[config.mk]
export PLATFORM = sky130hd
export DESIGN_NAME = clk_div_n_flat
export DESIGN_NICKNAME = d
export VERILOG_FILES = /design/src/rtl/clk_div_pkg.sv /design/src/rtl/clk_div_if.sv /design/src/rtl/clk_div_ratio_reg.sv /design/src/rtl/clk_div_n.sv /design/src/flat_wrapper.sv
export SDC_FILE = /design/constraint.sdc
export NUM_CORES = 1
export LEC_CHECK = 0
export BUFFER_PORTS_ARGS = -buffer_cell sky130_fd_sc_hd__buf_2
export CORE_UTILIZATION = 64
export DETAILED_ROUTE_END_ITERATION = 8
export PLACE_DENSITY = 0.83
export SLEW_MARGIN = 20
export SYNTH_ARGS = -nofsm -noshare
export SYNTH_HDL_FRONTEND = slang
export SYNTH_SLANG_ARGS = --single-unit
[constraint.sdc]
create_clock -name clk -period 7.75 [get_ports clk]
set_input_delay 0.3875 -clock clk [delete_from_list [all_inputs] [get_ports clk]]
set_output_delay 0.3875 -clock clk [all_outputs]
set_load 0.1 [all_outputs]
[src/rtl/clk_div_pkg.sv]
// clk_div_n shared types and helpers.
// Optional feature macro: CLK_DIV_DUTY_PROG_EN.
package clk_div_pkg;

  typedef enum logic [1:0] {
    IDLE     = 2'd0,
    RUN      = 2'd1,
    STOPPING = 2'd2
  } state_e;

  localparam int MIN_DIV = 2;

  function automatic int unsigned half_of(
    input int unsigned n
  );
    return (n + 1) / 2;
  endfunction

endpackage

[src/rtl/clk_div_if.sv]
// clk_div_n control/status bundle.
// Optional feature macro: CLK_DIV_DUTY_PROG_EN (adds duty_hi).
interface clk_div_if #(
  parameter int DIV_W = 8
);

  logic             en;
  logic             load;
  logic [DIV_W-1:0] div_ratio;
`ifdef CLK_DIV_DUTY_PROG_EN
  logic [DIV_W-1:0] duty_hi;
`endif
  logic             clk_out;
  logic             tick;
  logic             busy;
  logic             ratio_err;

  modport master (
`ifdef CLK_DIV_DUTY_PROG_EN
    output duty_hi,
`endif
    output en,
    output load,
    output div_ratio,
    input  clk_out,
    input  tick,
    input  busy,
    input  ratio_err
  );

  modport slave (
`ifdef CLK_DIV_DUTY_PROG_EN
    input  duty_hi,
`endif
    input  en,
    input  load,
    input  div_ratio,
    output clk_out,
    output tick,
    output busy,
    output ratio_err
  );

endinterface

[src/rtl/clk_div_ratio_reg.sv]
// Pending/active ratio registers with clamping and sticky error.
// Optional feature macro: CLK_DIV_DUTY_PROG_EN.
module clk_div_ratio_reg
  import clk_div_pkg::*;
#(
  parameter int DIV_W       = 8,
  parameter int DEFAULT_DIV = 3
) (
  input  logic             clk,
  input  logic             rst,
  input  logic             i_load,
  input  logic [DIV_W-1:0] i_div_ratio,
`ifdef CLK_DIV_DUTY_PROG_EN
  input  logic [DIV_W-1:0] i_duty_hi,
`endif
  input  logic             i_adopt,
  output logic [DIV_W-1:0] o_n,
  output logic [DIV_W-1:0] o_n_nxt,
  output logic [DIV_W-1:0] o_h_nxt,
  output logic             o_ratio_err
);

  localparam logic [DIV_W-1:0] DEF_N =
    DIV_W'(DEFAULT_DIV);
  localparam logic [DIV_W-1:0] DEF_H =
    DIV_W'(half_of(32'(DEFAULT_DIV)));
  localparam logic [DIV_W-1:0] MIN_N =
    DIV_W'(MIN_DIV);

  logic [DIV_W-1:0] r_act_n;
  logic [DIV_W-1:0] r_act_h;
  logic [DIV_W-1:0] r_pend_n;
  logic [DIV_W-1:0] r_pend_h;
  logic             r_pend_v;
  logic             r_err;

  logic             w_ld_low;
  logic [DIV_W-1:0] w_ld_n;
  logic [DIV_W-1:0] w_ld_h;
  logic             w_ld_bad;
  logic             w_take;

  assign w_ld_low = i_div_ratio < MIN_N;
  assign w_ld_n   = w_ld_low ? MIN_N : i_div_ratio;

`ifdef CLK_DIV_DUTY_PROG_EN
  logic w_h_lo;
  logic w_h_hi;

  // high time must leave at least one low cycle
  assign w_h_lo   = i_duty_hi == '0;
  assign w_h_hi   = i_duty_hi >= w_ld_n;
  assign w_ld_h   = w_h_lo ? DIV_W'(1) :
                    w_h_hi ? w_ld_n - DIV_W'(1) :
                    i_duty_hi;
  assign w_ld_bad = w_ld_low | w_h_lo | w_h_hi;
`else
  assign w_ld_h   = DIV_W'(half_of(32'(w_ld_n)));
  assign w_ld_bad = w_ld_low;
`endif

  assign w_take  = i_adopt & r_pend_v;
  assign o_n     = r_act_n;
  assign o_n_nxt = w_take ? r_pend_n : r_act_n;
  assign o_h_nxt = w_take ? r_pend_h : r_act_h;
  assign o_ratio_err = r_err;

  always_ff @(posedge clk) begin
    if (rst) begin
      r_act_n  <= DEF_N;
      r_act_h  <= DEF_H;
      r_pend_n <= DEF_N;
      r_pend_h <= DEF_H;
      r_pend_v <= 1'b0;
      r_err    <= 1'b0;
    end else begin
      r_act_n <= o_n_nxt;
      r_act_h <= o_h_nxt;
      if (i_load) begin
        r_pend_n <= w_ld_n;
        r_pend_h <= w_ld_h;
        r_pend_v <= 1'b1;
      end else if (w_take) begin
        r_pend_v <= 1'b0;
      end
      if (i_load && w_ld_bad) begin
        r_err <= 1'b1;
      end
    end
  end

endmodule

[src/rtl/clk_div_n.sv]
// Runtime-programmable glitch-free integer clock divider.
// Optional feature macro: CLK_DIV_DUTY_PROG_EN.
module clk_div_n
  import clk_div_pkg::*;
#(
  parameter int DIV_W       = 8,
  parameter int DEFAULT_DIV = 3
) (
  input logic      clk,
  input logic      rst,
  clk_div_if.slave bus
);

  state_e           r_state;
  state_e           w_state_nxt;
  logic [DIV_W-1:0] r_cnt;
  logic [DIV_W-1:0] w_cnt_nxt;
  logic             r_p;
  logic             r_n;
  logic             w_p_nxt;

  logic [DIV_W-1:0] w_n;
  logic [DIV_W-1:0] w_n_nxt;
  logic [DIV_W-1:0] w_h_nxt;
  logic [DIV_W-1:0] w_last;
  logic             w_wrap;
  logic             w_busy;
  logic             w_adopt;

  clk_div_ratio_reg #(
    .DIV_W       (DIV_W),
    .DEFAULT_DIV (DEFAULT_DIV)
  ) u_ratio (
    .clk         (clk),
    .rst         (rst),
    .i_load      (bus.load),
    .i_div_ratio (bus.div_ratio),
`ifdef CLK_DIV_DUTY_PROG_EN
    .i_duty_hi   (bus.duty_hi),
`endif
    .i_adopt     (w_adopt),
    .o_n         (w_n),
    .o_n_nxt     (w_n_nxt),
    .o_h_nxt     (w_h_nxt),
    .o_ratio_err (bus.ratio_err)
  );

  assign w_last  = w_n - DIV_W'(1);
  assign w_busy  = r_state != IDLE;
  assign w_wrap  = w_busy && (r_cnt == w_last);
  assign w_adopt = (r_state == IDLE) | w_wrap;

  always_comb begin
    w_state_nxt = r_state;
    unique case (r_state)
      IDLE: begin
        if (bus.en) w_state_nxt = RUN;
      end
      RUN: begin
        if (!bus.en)
          w_state_nxt = w_wrap ? IDLE : STOPPING;
      end
      STOPPING: begin
        if (bus.en)      w_state_nxt = RUN;
        else if (w_wrap) w_state_nxt = IDLE;
      end
      default: w_state_nxt = IDLE;
    endcase

    w_cnt_nxt = '0;
    if (w_busy && !w_wrap && w_state_nxt != IDLE)
      w_cnt_nxt = r_cnt + DIV_W'(1);

    // phase for the period being entered uses the adopted H
    w_p_nxt = (w_state_nxt != IDLE) &&
              (w_cnt_nxt < w_h_nxt);
  end

  always_ff @(posedge clk) begin
    if (rst) begin
      r_state <= IDLE;
      r_cnt   <= '0;
      r_p     <= 1'b0;
    end else begin
      r_state <= w_state_nxt;
      r_cnt   <= w_cnt_nxt;
      r_p     <= w_p_nxt;
    end
  end

  always_ff @(negedge clk) begin
    if (rst) r_n <= 1'b0;
    else     r_n <= r_p;
  end

`ifdef CLK_DIV_DUTY_PROG_EN
  assign bus.clk_out = r_p;
`else
  // odd ratios delay the rise by half a cycle
  assign bus.clk_out = r_p & (r_n | ~w_n[0]);
`endif

  assign bus.tick = w_busy && (r_cnt == '0);
  assign bus.busy = w_busy;

endmodule
[src/flat_wrapper.sv]
// flat-port wrapper written by rule: the top's interface ports become plain ports
module clk_div_n_flat import clk_div_pkg::*;
#(
  parameter int DIV_W       = 8,
  parameter int DEFAULT_DIV = 3
)
  (clk, rst, bus_en, bus_load, bus_div_ratio, bus_clk_out, bus_tick, bus_busy, bus_ratio_err);
  clk_div_if #(.DIV_W(DIV_W)) bus_i ();
  input logic clk;
  input logic rst;
  input wire logic [$bits(bus_i.en)-1:0] bus_en;
  input wire logic [$bits(bus_i.load)-1:0] bus_load;
  input wire logic [$bits(bus_i.div_ratio)-1:0] bus_div_ratio;
  output wire logic [$bits(bus_i.clk_out)-1:0] bus_clk_out;
  output wire logic [$bits(bus_i.tick)-1:0] bus_tick;
  output wire logic [$bits(bus_i.busy)-1:0] bus_busy;
  output wire logic [$bits(bus_i.ratio_err)-1:0] bus_ratio_err;
  assign bus_i.en = bus_en;
  assign bus_i.load = bus_load;
  assign bus_i.div_ratio = bus_div_ratio;
  assign bus_clk_out = bus_i.clk_out;
  assign bus_tick = bus_i.tick;
  assign bus_busy = bus_i.busy;
  assign bus_ratio_err = bus_i.ratio_err;
  clk_div_n #(.DIV_W(DIV_W), .DEFAULT_DIV(DEFAULT_DIV)) u_core (.clk(clk), .rst(rst), .bus(bus_i));
endmodule
==> results by group, run 1 <==
Detailed routing
  • M1 WL: 2.41 mm
  • Met3 WL post-DR: 133 um
  • Post-DR wirelength/cell: 14.4 um
  • WL final: 4.92 mm
  • Routed via count: 2,006
  • DR top layer: met4
  • DRT Pass-1 Iters: 4
  • DRT antenna net count: 0
  • # DRC: 0
  • DR WL met2: 2.33 mm
  • Vias per cell: 5.87
  • DRT iter0 DRCs: 100

Yosys
  • Unique masters post-synth: 47
  • Post-Syn Area: 2470 um^2
  • Largest family of logic cells by synthesized area: compound AO/OA/AOI/OAI gates
  • Syn Area/Cell: 8.65 um^2
  • Sequential-to-total area share from yosys stat: 37.2%
  • Top_reg_cell synth: dfxtp_1
  • Post-synth EDFFs: 0
  • Flops & latches, synth: 46
  • Syn. warnings: 0
  • Adder-cell share of the synthesized area: 5.56%
  • Mux share of post-synthesis cell area: 2.83%
  • XOR/XNOR Fraction of Synth Area: 7.43%
  • Syn Inst Count: 286
  • Post-Synth Simple-Gate Area: 18.8%
  • Async S/R FF share, synth: 0%
  • Synth Net Count: 309
  • Synth Area in Compound Gates: 21.9%

Global routing
  • Grt ovf: 0
  • Pin count of the biggest net entering global routing: 41
  • Total GRT Usage: 26.9%
  • Initial antenna violation count: 0
  • First-pass GRT wire length: 8.71 mm
  • Vias in the first global route: 1,895

Setup path
  • Top Family by Delay on Critical Path: buffers and inverters
  • Critical path startpoint category: flop
  • Crit path capture type: output port
  • Crit Path Max Fanout: 1
  • Buffers and inverters on the worst path: 1
  • CP arrival: 5.02 ns
  • Crit path cell chain: o21a_1 -> buf_2
  • WP data required: 7.36 ns
  • CP Depth: 2
  • CP max-delay cell: buf_2
  • Setup CP Type: flop to output port
  • R2R depth: 15
  • Max incr delay on CP: 0.41 ns

Floorplan
  • Height of the die: 64.2 um
  • Core area: 3690 um^2
  • Die area: 4120 um^2
  • DIE WIDTH: 64.2 um
  • Num ports: 16
  • Num rows: 22
  • Initial Util: 67.1%

Final layout
  • Final Cell Area: 2640 um^2
  • Ant diodes: 0
  • Most frequent cells in the layout: dfxtp_1, nor2_1, o211ai_1, a21oi_1
  • Final nets: 316
  • Most common cell after layout, fill and taps aside: dfxtp_1
  • Layout cell share with drive strength beyond 1: 10.5%
  • Layout area overhead: 6.83%

Hold path
  • Hold depth: 2
  • Hold Path Class: input pin to flop

Place
  • Setup WS pre-CTS: 2.68 ns
  • I/O Buffers: 15
  • Detail Placement HPWL: 3.56 mm
  • Cell Area, Placed: 2530 um^2
  • GP Congestion: 0.841

Timing
  • Fin. Hold Viols: 0
  • # setup viols final: 0
  • Max_slew headroom: 52.2%
  • Slew @ Worst Pin: 0.717 ns
  • Clock skew: 0.0529 ns
  • Setup tns final: 0 ns
  • Post-route setup slack: 2.34 ns
  • Slew Viols, Final: 0
  • RSZ-0062 raised after global routing: no

CTS
  • Hold_buf cts: 0
  • CTS Buf Count: 5
  • Worst skew pair latency: 0.34 ns
  • Clk sinks: 46
  • CTS tree: built
  • Root buffer cell: clkbuf_8
  • Post-CTS setup buffer count: 0
  • Clk buf depth: 2
  • Post-CTS Resized: 0
  • Clk slew on worst S/H paths: 0.09 ns
  • H-tree depth: 2

Run status
  • Outcome: completed

Flow run
  • Max cap viols: 0

Power
  • Max IR drop VDD: 0.134 mV
  • LEAKAGE: 1.04 nW
  • Pwr Density: 198 nW/um^2
per-stage QoR:
step,cells,utilization [%],total power (W),hold slack (ns)
floorplan,286,-,0.000335,0.447
global placement,334,68.6,0.000346,0.453
detailed placement,334,68.6,0.000349,0.460
CTS,342,71.7,0.000522,0.255
global route,342,71.7,0.000547,0.252
finish,342,71.7,0.000523,0.255
cells by family after synthesis:
kind of cell               after synthesis
and+or+nand+nor                         90
AOI/OAI and AO/OA                       79
DFF                                     46
buffers and inverters                   32
xor gates and xnor gates                21
adders and majority gates               11
muxes                                    7
registers in the layout, summed over array words and instances (netlist names):
signal / count
u_core.r_cnt: 8
u_core.u_ratio.r_pend_n: 8
u_core.r_n: 1
u_core.u_ratio.r_pend_v: 1
u_core.u_ratio.o_n: 8
u_core.u_ratio.o_ratio_err: 1
u_core.u_ratio.r_pend_h: 8
u_core.r_p: 1
u_core.u_ratio.r_act_h: 8
u_core.r_state: 2
metal layers:
metal | track usage, % | up-vias
met1 | 34.8 | 924
met4 | 6.39 | 0
li1 | - | 1038
met3 | 5.71 | 6
met5 | 0 | -
met2 | 45.5 | 38
worst register-to-register path: stages (launching register included):
cell and delay, ns:
dfxtp_1 0.37, inv_1 0.10, ha_1 0.22, or3b_1 0.39, or4_4 0.44, a2111oi_4 0.40
o211a_1 0.57, nand2b_1 0.53, nor2_1 0.13, ha_1 0.31, a21o_1 0.18, a21oi_1 0.13
o221ai_1 0.15, nand2b_1 0.17, o22a_1 0.18, a211oi_2 0.14
synth_stat cells, types with 2 or more instances:
master	n	area (um^2)
a211oi_1	7	52.6
a21o_1	2	15.0
a21oi_1	18	90.1
and2_1	8	50.1
and3_1	4	25.0
buf_1	2	7.51
buf_6	3	33.8
clkbuf_1	11	41.3
dfxtp_1	46	921
ha_1	11	138
inv_1	14	52.6
mux2i_1	7	70.1
nand2_1	9	33.8
nand2b_1	4	25.0
nand3_1	12	60.1
nand4_1	2	12.5
nor2_1	24	90.1
nor2b_1	2	12.5
nor3_1	15	75.1
nor4_1	2	12.5
o211ai_1	19	143
o21a_1	3	22.5
o21ai_0	15	75.1
o21ai_1	2	10.0
o221ai_1	2	17.5
o31ai_1	2	15.0
xnor2_1	8	70.1
xor2_1	13	114
layout make-up:
type	count	area, um^2
repair buffers	18	97.6
flip-flops and latches	46	921
fillers	317	1040
clock inverters	4	48.8
inverters	13	48.8
clock buffers	5	68.8
multi-input cells	208	1400
well taps	48	60.1
report_power, final:
part | switching (W) | total, W | internal, W
logic | 0.0000560 | 0.0000849 | 0.0000288
clock network | 0.0000847 | 0.000181 | 0.0000966
registers | 0.00000939 | 0.000257 | 0.000248
total | 0.000150 | 0.000523 | 0.000373
worst paths after layout:
path,start,end,slack (ns)
min reg2reg,u_core.u_ratio.r_pend_h[7],u_core.u_ratio.r_pend_h[7],0.48
max,u_core.r_n,bus_clk_out,2.34
min,bus_en,u_core.r_state[1],0.26
max reg2reg,u_core.u_ratio.o_n[0],u_core.r_p,3.27
(Power assumes the default switching activity.)
==> inputs of run 2 (changes only) <==
--- a/config.mk
+++ b/config.mk
@@ -6,9 +6,9 @@
 export NUM_CORES = 1
 export LEC_CHECK = 0
 export BUFFER_PORTS_ARGS = -buffer_cell sky130_fd_sc_hd__buf_2
-export CORE_UTILIZATION = 64
+export CORE_UTILIZATION = 54
 export DETAILED_ROUTE_END_ITERATION = 8
-export PLACE_DENSITY = 0.83
+export PLACE_DENSITY = 0.74
 export SLEW_MARGIN = 20
 export SYNTH_ARGS = -nofsm -noshare
 export SYNTH_HDL_FRONTEND = slang
==> constraint.sdc (replaced) <==
create_clock -name clk -period 4.4 [get_ports clk]
set_input_delay 0.22 -clock clk [delete_from_list [all_inputs] [get_ports clk]]
set_output_delay 0.22 -clock clk [all_outputs]
set_load 0.1 [all_outputs]
==> run 2 against run 1 <==
Critical path depth up 12. Hold slack worse by 0.16 ns. Count of clock-buffer cells in the layout up 1. Final area down 0.19%. Die area up 18%. Largest power group unchanged. Critical endpoint is now u_core.r_p. Sequential share of layout area up 0.066 points. Non-clock buffer count up 3. Clock skew up 0.0038 ns. First-iteration DRC count down 5.0%. Clock power up 36%. Highest routed layer unchanged. Wire length up 5.7%.
==> results by group, run 2 (synthesized netlist as in run 1, its figures left out) <==
Run status
  • Outcome: completed

Setup path
  • Reg-to-reg endpoint: u_core.r_p
  • R2r setup slk: 0.32 ns (-2.95 ns)
  • Critical path startpoint category: flop
  • Crit Path Max Fanout: 11 (+10)
  • Crit path launch: u_core.u_ratio.o_n[0]
  • Max incr delay on CP: 0.44 ns (+0.03 ns)
  • CP max-delay cell: or4_4
  • R2R depth: 14 (-1)
  • Setup CP Type: flop to flop
  • Crit path capture type: flop
  • Worst Setup EP: u_core.r_p
  • WP data required: 4.57 ns (-2.79 ns)
  • R2r startpoint: u_core.u_ratio.o_n[0]
  • Crit path cell chain: inv_1 -> ha_1 -> or3b_1 -> or4_4 -> a2111oi_4 -> o211a_2 -> nand2b_1 -> buf_4 -> nor2_1 -> ha_1 -> nand4_1 -> or2_2 -> nor3_1 -> a211oi_2
  • CP arrival: 4.26 ns (-0.76 ns)
  • Most frequent cell on the critical path: ha_1

Final layout
  • Most common cell after layout, fill and taps aside: dfxtp_1
  • Most frequent cells in the layout: dfxtp_1, nor2_1, o211ai_1, a21oi_1
  • Layout cell share with drive strength beyond 1: 11.1% (+0.57 points)
  • Layout area overhead: 6.62%
  • Utilization after layout: 60.2% (-11 points)
  • Final nets: 319 (+0.95%)
  • Fillcell total: 396 (+25%)
  • Ant diodes: 0 (unchanged)

Detailed routing
  • Vias per cell: 5.86 (-0.15%)
  • # DRC: 0 (unchanged)
  • Routed via count: 2,044 (+1.9%)
  • DRT Pass-1 Iters: 4 (unchanged)
  • DRT antenna net count: 0 (unchanged)
  • Post-DR wirelength/cell: 14.9 um (+3.5%)
  • WL final: 5.20 mm (+5.7%)
  • DRT iter0 DRCs: 95 (-5.0%)

Floorplan
  • Num rows: 24 (+9.1%)
  • DIE WIDTH: 69.7 um (+8.6%)
  • Core area: 4380 um^2 (+19%)
  • Height of the die: 69.7 um (+8.6%)
  • Die area: 4860 um^2 (+18%)
  • Initial Util: 56.4% (-11 points)
  • Num ports: 16 (unchanged)

Timing
  • Slew Viols, Final: 0 (unchanged)
  • # setup viols final: 0 (unchanged)
  • Final period utilization: 92.8%
  • FMAX: 245 MHz
  • Clock skew: 0.0567 ns (+0.00379 ns)
  • RSZ-0062 raised after global routing: no
  • Setup tns final: 0 ns (unchanged)
  • Fin crit period: 4.08 ns
  • Fin. Hold Viols: 0 (unchanged)
  • Max_slew headroom: 59.4% (+7.2 points)
  • Slew @ Worst Pin: 0.609 ns (-0.108 ns)

Place
  • GP Congestion: 0.852 (+1.4%)
  • Detail Placement HPWL: 3.82 mm (+7.5%)
  • I/O Buffers: 15 (unchanged)

CTS
  • CTS tree: built
  • Clk buf depth: 2 (unchanged)
  • Root buffer cell: clkbuf_8
  • Clk sinks: 46 (unchanged)
  • Worst skew pair latency: 0.35 ns (about the same)
  • CTS Buf Count: 5 (unchanged)
  • Post-CTS setup buffer count: 0 (unchanged)
  • Clk slew on worst S/H paths: 0.08 ns (about the same)
  • H-tree depth: 2 (unchanged)

Power
  • LEAKAGE: 1.04 nW (about the same)
  • Max IR drop VDD: 0.157 mV (+17%)
  • Pwr Density: 325 nW/um^2 (+64%)

Global routing
  • Vias in the first global route: 2,015 (+6.3%)
  • Pin count of the biggest net entering global routing: 40 (-2.4%)
  • Total GRT Usage: 23.6% (-3.3 points)
  • Grt ovf: 0 (unchanged)
  • First-pass GRT wire length: 9.23 mm (+6.0%)
  • Initial antenna violation count: 0 (unchanged)

Hold path
  • Hold Path Class: input pin to flop

Flow run
  • Max cap viols: 0 (unchanged)
run 2: per-stage QoR:
step	power (W)	hold slack (ns)	cell area (um^2)	worst slack [ns]	cells
final	0.000858	0.0993	2640	0.317	349
after floorplan	0.000590	0.297	2470	0.101	286
after detailed placement	0.000622	0.404	2560	0.317	341
after CTS	0.000865	0.0828	2640	0.280	349
after global placement	0.000618	0.400	2560	0.442	341
after global routing	0.000897	0.0959	2640	0.00964	349
run 2: what timing repair did:
action,in CTS,in global routing
resized for setup,0,1
endpoints found under the setup margin,0,1
hold buffers,0,0
run 2: routing by layer:
metal	vias up	track usage, %	part of all wire [%]
li1	1056	-	-
met1	939	31.8	48
met3	10	4.51	3.7
met5	-	0	0
met2	39	37.5	46
met4	0	8.89	2.3
run 2: how the worst min path moves through the flow:
stage	depth (start not counted)	start	slack, ns	endpoint
2_1_floorplan	1	bus_en	0.30	u_core.r_state[1]
3_3_place_gp	2	bus_en	0.40	u_core.r_state[1]
3_5_place_dp	2	bus_en	0.40	u_core.r_state[1]
4_1_cts	2	bus_en	0.08	u_core.r_state[1]
5_1_grt	2	bus_en	0.1	u_core.r_state[1]
6_report	2	bus_en	0.1	u_core.r_state[1]
run 2: area by class of cell:
type	instances	area, um^2	share of cell area (%)
Multi-Input combinational cell	208	1400	53.0
Sequential cell	46	921	34.9
Timing Repair Buffer	21	120	4.55
Clock buffer	6	72.6	2.75
Tap cell	52	65.1	2.47
Inverter	13	48.8	1.85
Clock inverter	3	12.5	0.474
run 2: worst max-delay path: cells and delay by family (launching register included):
| family | cells | cell delay [ns] |
|---|---|---|
| AOI/OAI and AO/OA | 3 | 0.94 |
| adders and majority gates | 2 | 0.49 |
| buffers and inverters | 2 | 0.31 |
| DFF | 1 | 0.36 |
| and+or+nand+nor | 7 | 1.84 |
run 2: where the power goes:
part / switching, W / total [W] / internal [W]
clock: 0.000137 / 0.000247 / 0.000110
combinational: 0.000101 / 0.000157 / 0.0000555
sequential: 0.0000171 / 0.000454 / 0.000436
total: 0.000255 / 0.000858 / 0.000602
==> inputs of run 3 (changes only) <==
--- a/config.mk
+++ b/config.mk
@@ -5,10 +5,10 @@
 export SDC_FILE = /design/constraint.sdc
 export NUM_CORES = 1
 export LEC_CHECK = 0
-export BUFFER_PORTS_ARGS = -buffer_cell sky130_fd_sc_hd__buf_2
-export CORE_UTILIZATION = 54
+export CORE_UTILIZATION = 65
 export DETAILED_ROUTE_END_ITERATION = 8
-export PLACE_DENSITY = 0.74
+export DONT_BUFFER_PORTS = 1
+export PLACE_DENSITY = 0.8
 export SLEW_MARGIN = 20
 export SYNTH_ARGS = -nofsm -noshare
 export SYNTH_HDL_FRONTEND = slang
==> constraint.sdc (replaced) <==
create_clock -name clk -period 5.3 [get_ports clk]
set_input_delay 0.265 -clock clk [delete_from_list [all_inputs] [get_ports clk]]
set_output_delay 0.265 -clock clk [all_outputs]
set_load 0.1 [all_outputs]
==> run 3 against run 2 <==
Count of clock-buffer cells in the layout fell by 1. Global-route usage up 2.8 points. Wire length down 6.3%. Power down 13%. Non-clock buffer count decreased by 17.
==> results by group, run 3 (synthesized netlist as in run 1, its figures left out) <==
Detailed routing
  • DRT iter0 DRCs: 64 (-33%)
  • WL final: 4.88 mm (-6.3%)
  • # DRC: 0 (unchanged)
  • DRT Pass-1 Iters: 4 (unchanged)
  • DRT antenna net count: 0 (unchanged)
  • Post-DR wirelength/cell: 14.9 um (-0.28%)
  • M1 WL: 2.34 mm (-6.9%)
  • Vias per cell: 5.97 (+1.9%)
  • Met3 WL post-DR: 126 um (-35%)
  • DR WL met2: 2.31 mm (-2.5%)
  • Routed via count: 1,957 (-4.3%)
  • DR top layer: met4

Timing
  • Setup tns final: 0 ns (unchanged)
  • Max_slew headroom: 35.6% (-24 points)
  • # setup viols final: 0 (unchanged)
  • Slew @ Worst Pin: 0.965 ns (+0.356 ns)
  • Post-route setup slack: 0.979 ns (+0.662 ns)
  • Slew Viols, Final: 0 (unchanged)
  • RSZ-0062 raised after global routing: no
  • Clock skew: 0.0548 ns (-0.00186 ns)
  • Fin. Hold Viols: 0 (unchanged)

CTS
  • Post-CTS Resized: 0 (unchanged)
  • Hold_buf cts: 0 (unchanged)
  • Clk buf depth: 2 (unchanged)
  • Root buffer cell: clkbuf_8
  • Post-CTS setup buffer count: 0 (unchanged)
  • Worst skew pair latency: 0.35 ns (about the same)
  • CTS Buf Count: 5 (unchanged)
  • Clk slew on worst S/H paths: 0.08 ns (about the same)
  • H-tree depth: 2 (unchanged)
  • Clk sinks: 46 (unchanged)
  • CTS tree: built

Power
  • Switching pwr: 0.000201 W (-21%)
  • Clock share of power: 34.3% (+5.5 points)
  • Pwr Density: 287 nW/um^2 (-12%)
  • P_int: 0.000544 W (-9.6%)
  • Sw Ratio: 26.9% (-2.8 points)
  • Seq pwr share: 50.6% (-2.3 points)
  • Logic pwr share: 15.1% (-3.2 points)
  • Max IR drop VDD: 0.193 mV (+23%)
  • LEAKAGE: 0.995 nW (-4.2%)

Setup path
  • Crit path capture type: output port
  • Max incr delay on CP: 0.75 ns (+0.31 ns)
  • WP data required: 5.04 ns (+0.47 ns)
  • Crit Path Max Fanout: 1 (-10)
  • Critical path startpoint category: flop
  • Buffers and inverters on the worst path: 0 (-2)
  • CP max-delay cell: o21a_1
  • Crit path cell chain: o21a_1
  • Top Family by Delay on Critical Path: compound AO/OA/AOI/OAI gates
  • R2r setup slk: 1.05 ns (+0.73 ns)
  • CP arrival: 4.06 ns (-0.20 ns)
  • Reg-to-reg endpoint: u_core.r_p
  • R2r startpoint: u_core.u_ratio.o_n[0]
  • R2R depth: 16 (+2)
  • Setup CP Type: flop to output port

Floorplan
  • Core area: 3660 um^2 (-16%)
  • Height of the die: 63.7 um (-8.6%)
  • DIE WIDTH: 63.7 um (-8.6%)
  • Num rows: 22 (-8.3%)
  • Initial Util: 67.6% (+11 points)
  • Num ports: 16 (unchanged)
  • Die area: 4060 um^2 (-16%)

Final layout
  • Final nets: 302 (-5.3%)
  • Multi-input logic area: 1410 um^2 (+0.45%)
  • Most frequent cells in the layout: dfxtp_1, nor2_1, o211ai_1, a21oi_1
  • Fillcell total: 296 (-25%)
  • Layout cell share with drive strength beyond 1: 6.43% (-4.7 points)
  • Ant diodes: 0 (unchanged)
  • Layout area overhead: 4.85%
  • Most common cell after layout, fill and taps aside: dfxtp_1
  • FF/Latch Area: 921 um^2 (unchanged)
  • Utilization after layout: 70.9% (+11 points)

Global routing
  • Initial antenna violation count: 0 (unchanged)
  • Pin count of the biggest net entering global routing: 41 (+2.5%)
  • Vias in the first global route: 1,869 (-7.2%)
  • First-pass GRT wire length: 8.36 mm (-9.5%)
  • Grt ovf: 0 (unchanged)
  • Total GRT Usage: 26.4% (+2.8 points)

Hold path
  • Hold_sp: rst
  • Hold Path Class: input pin to flop
  • Hold depth: 1 (-1)
  • Endpoint, Worst Hold: u_core.u_ratio.r_act_h[7]

Place
  • Detail Placement HPWL: 3.64 mm (-4.6%)
  • GP Congestion: 0.873 (+2.4%)
  • I/O Buffers: 0 (-15)
  • Setup WS pre-CTS: 1.07 ns (+0.754 ns)

Run status
  • Outcome: completed

Flow run
  • Max cap viols: 0 (unchanged)
-- run 3: cell types whose count changed in the layout (fill, tap and decap cells not counted) --
cell	delta
clkbuf_1	-1
clkbuf_16	+1
o211a_2	-1
nor4_2	+1
buf_4	-3
buf_2	-15
nor4_1	-1
clkinv_1	-1
bufinv_16	+1
o211a_1	+1
clkinv_2	+1
-- run 3: metrics by stage --
step	hold WS [ns]	total power, W	instance area (um^2)	instances
after detailed placement	0.339	0.000499	2490	320
after global placement	0.339	0.000496	2490	320
after global routing	0.00535	0.000777	2590	328
after CTS	0.00784	0.000752	2590	328
final	0.0233	0.000745	2590	328
after floorplan	0.342	0.000490	2470	286
-- run 3: cell type report --
type,count,area share (%)
clock buffers,5,2.65
clock inverters,4,1.69
inverters,13,1.88
multi-input cells,208,54.1
flip-flops and latches,46,35.5
well taps,48,2.31
repair buffers,4,1.83
-- run 3: routing by layer --
layer  vias to the layer above  GRT usage (%)
met3                         9           4.71
li1                       1014              -
met5                         -              0
met2                        30           43.1
met1                       904           33.7
met4                         0           11.4
-- run 3: how the worst max path moves through the flow --
stage                  end  cells after the start                  start
2_1_floorplan     bus_tick                      4      u_core.r_state[1]
3_3_place_gp    u_core.r_p                     16  u_core.u_ratio.o_n[0]
3_5_place_dp    u_core.r_p                     16  u_core.u_ratio.o_n[0]
4_1_cts        bus_clk_out                      1             u_core.r_n
5_1_grt         u_core.r_p                     15  u_core.u_ratio.o_n[0]
6_report       bus_clk_out                      1             u_core.r_n
-- run 3: power by group through the flow --
| stage | Combinational (W) | Clock, W | Sequential [W] |
|---|---|---|---|
| 2_1_floorplan | 0.000109 | 0.00000236 | 0.000378 |
| 6_report | 0.000112 | 0.000256 | 0.000377 |
| 3_5_place_dp | 0.000112 | 0.00000236 | 0.000385 |
| 3_3_place_gp | 0.000110 | 0.00000236 | 0.000384 |
| 5_1_grt | 0.000124 | 0.000274 | 0.000379 |
| 4_1_cts | 0.000113 | 0.000262 | 0.000377 |
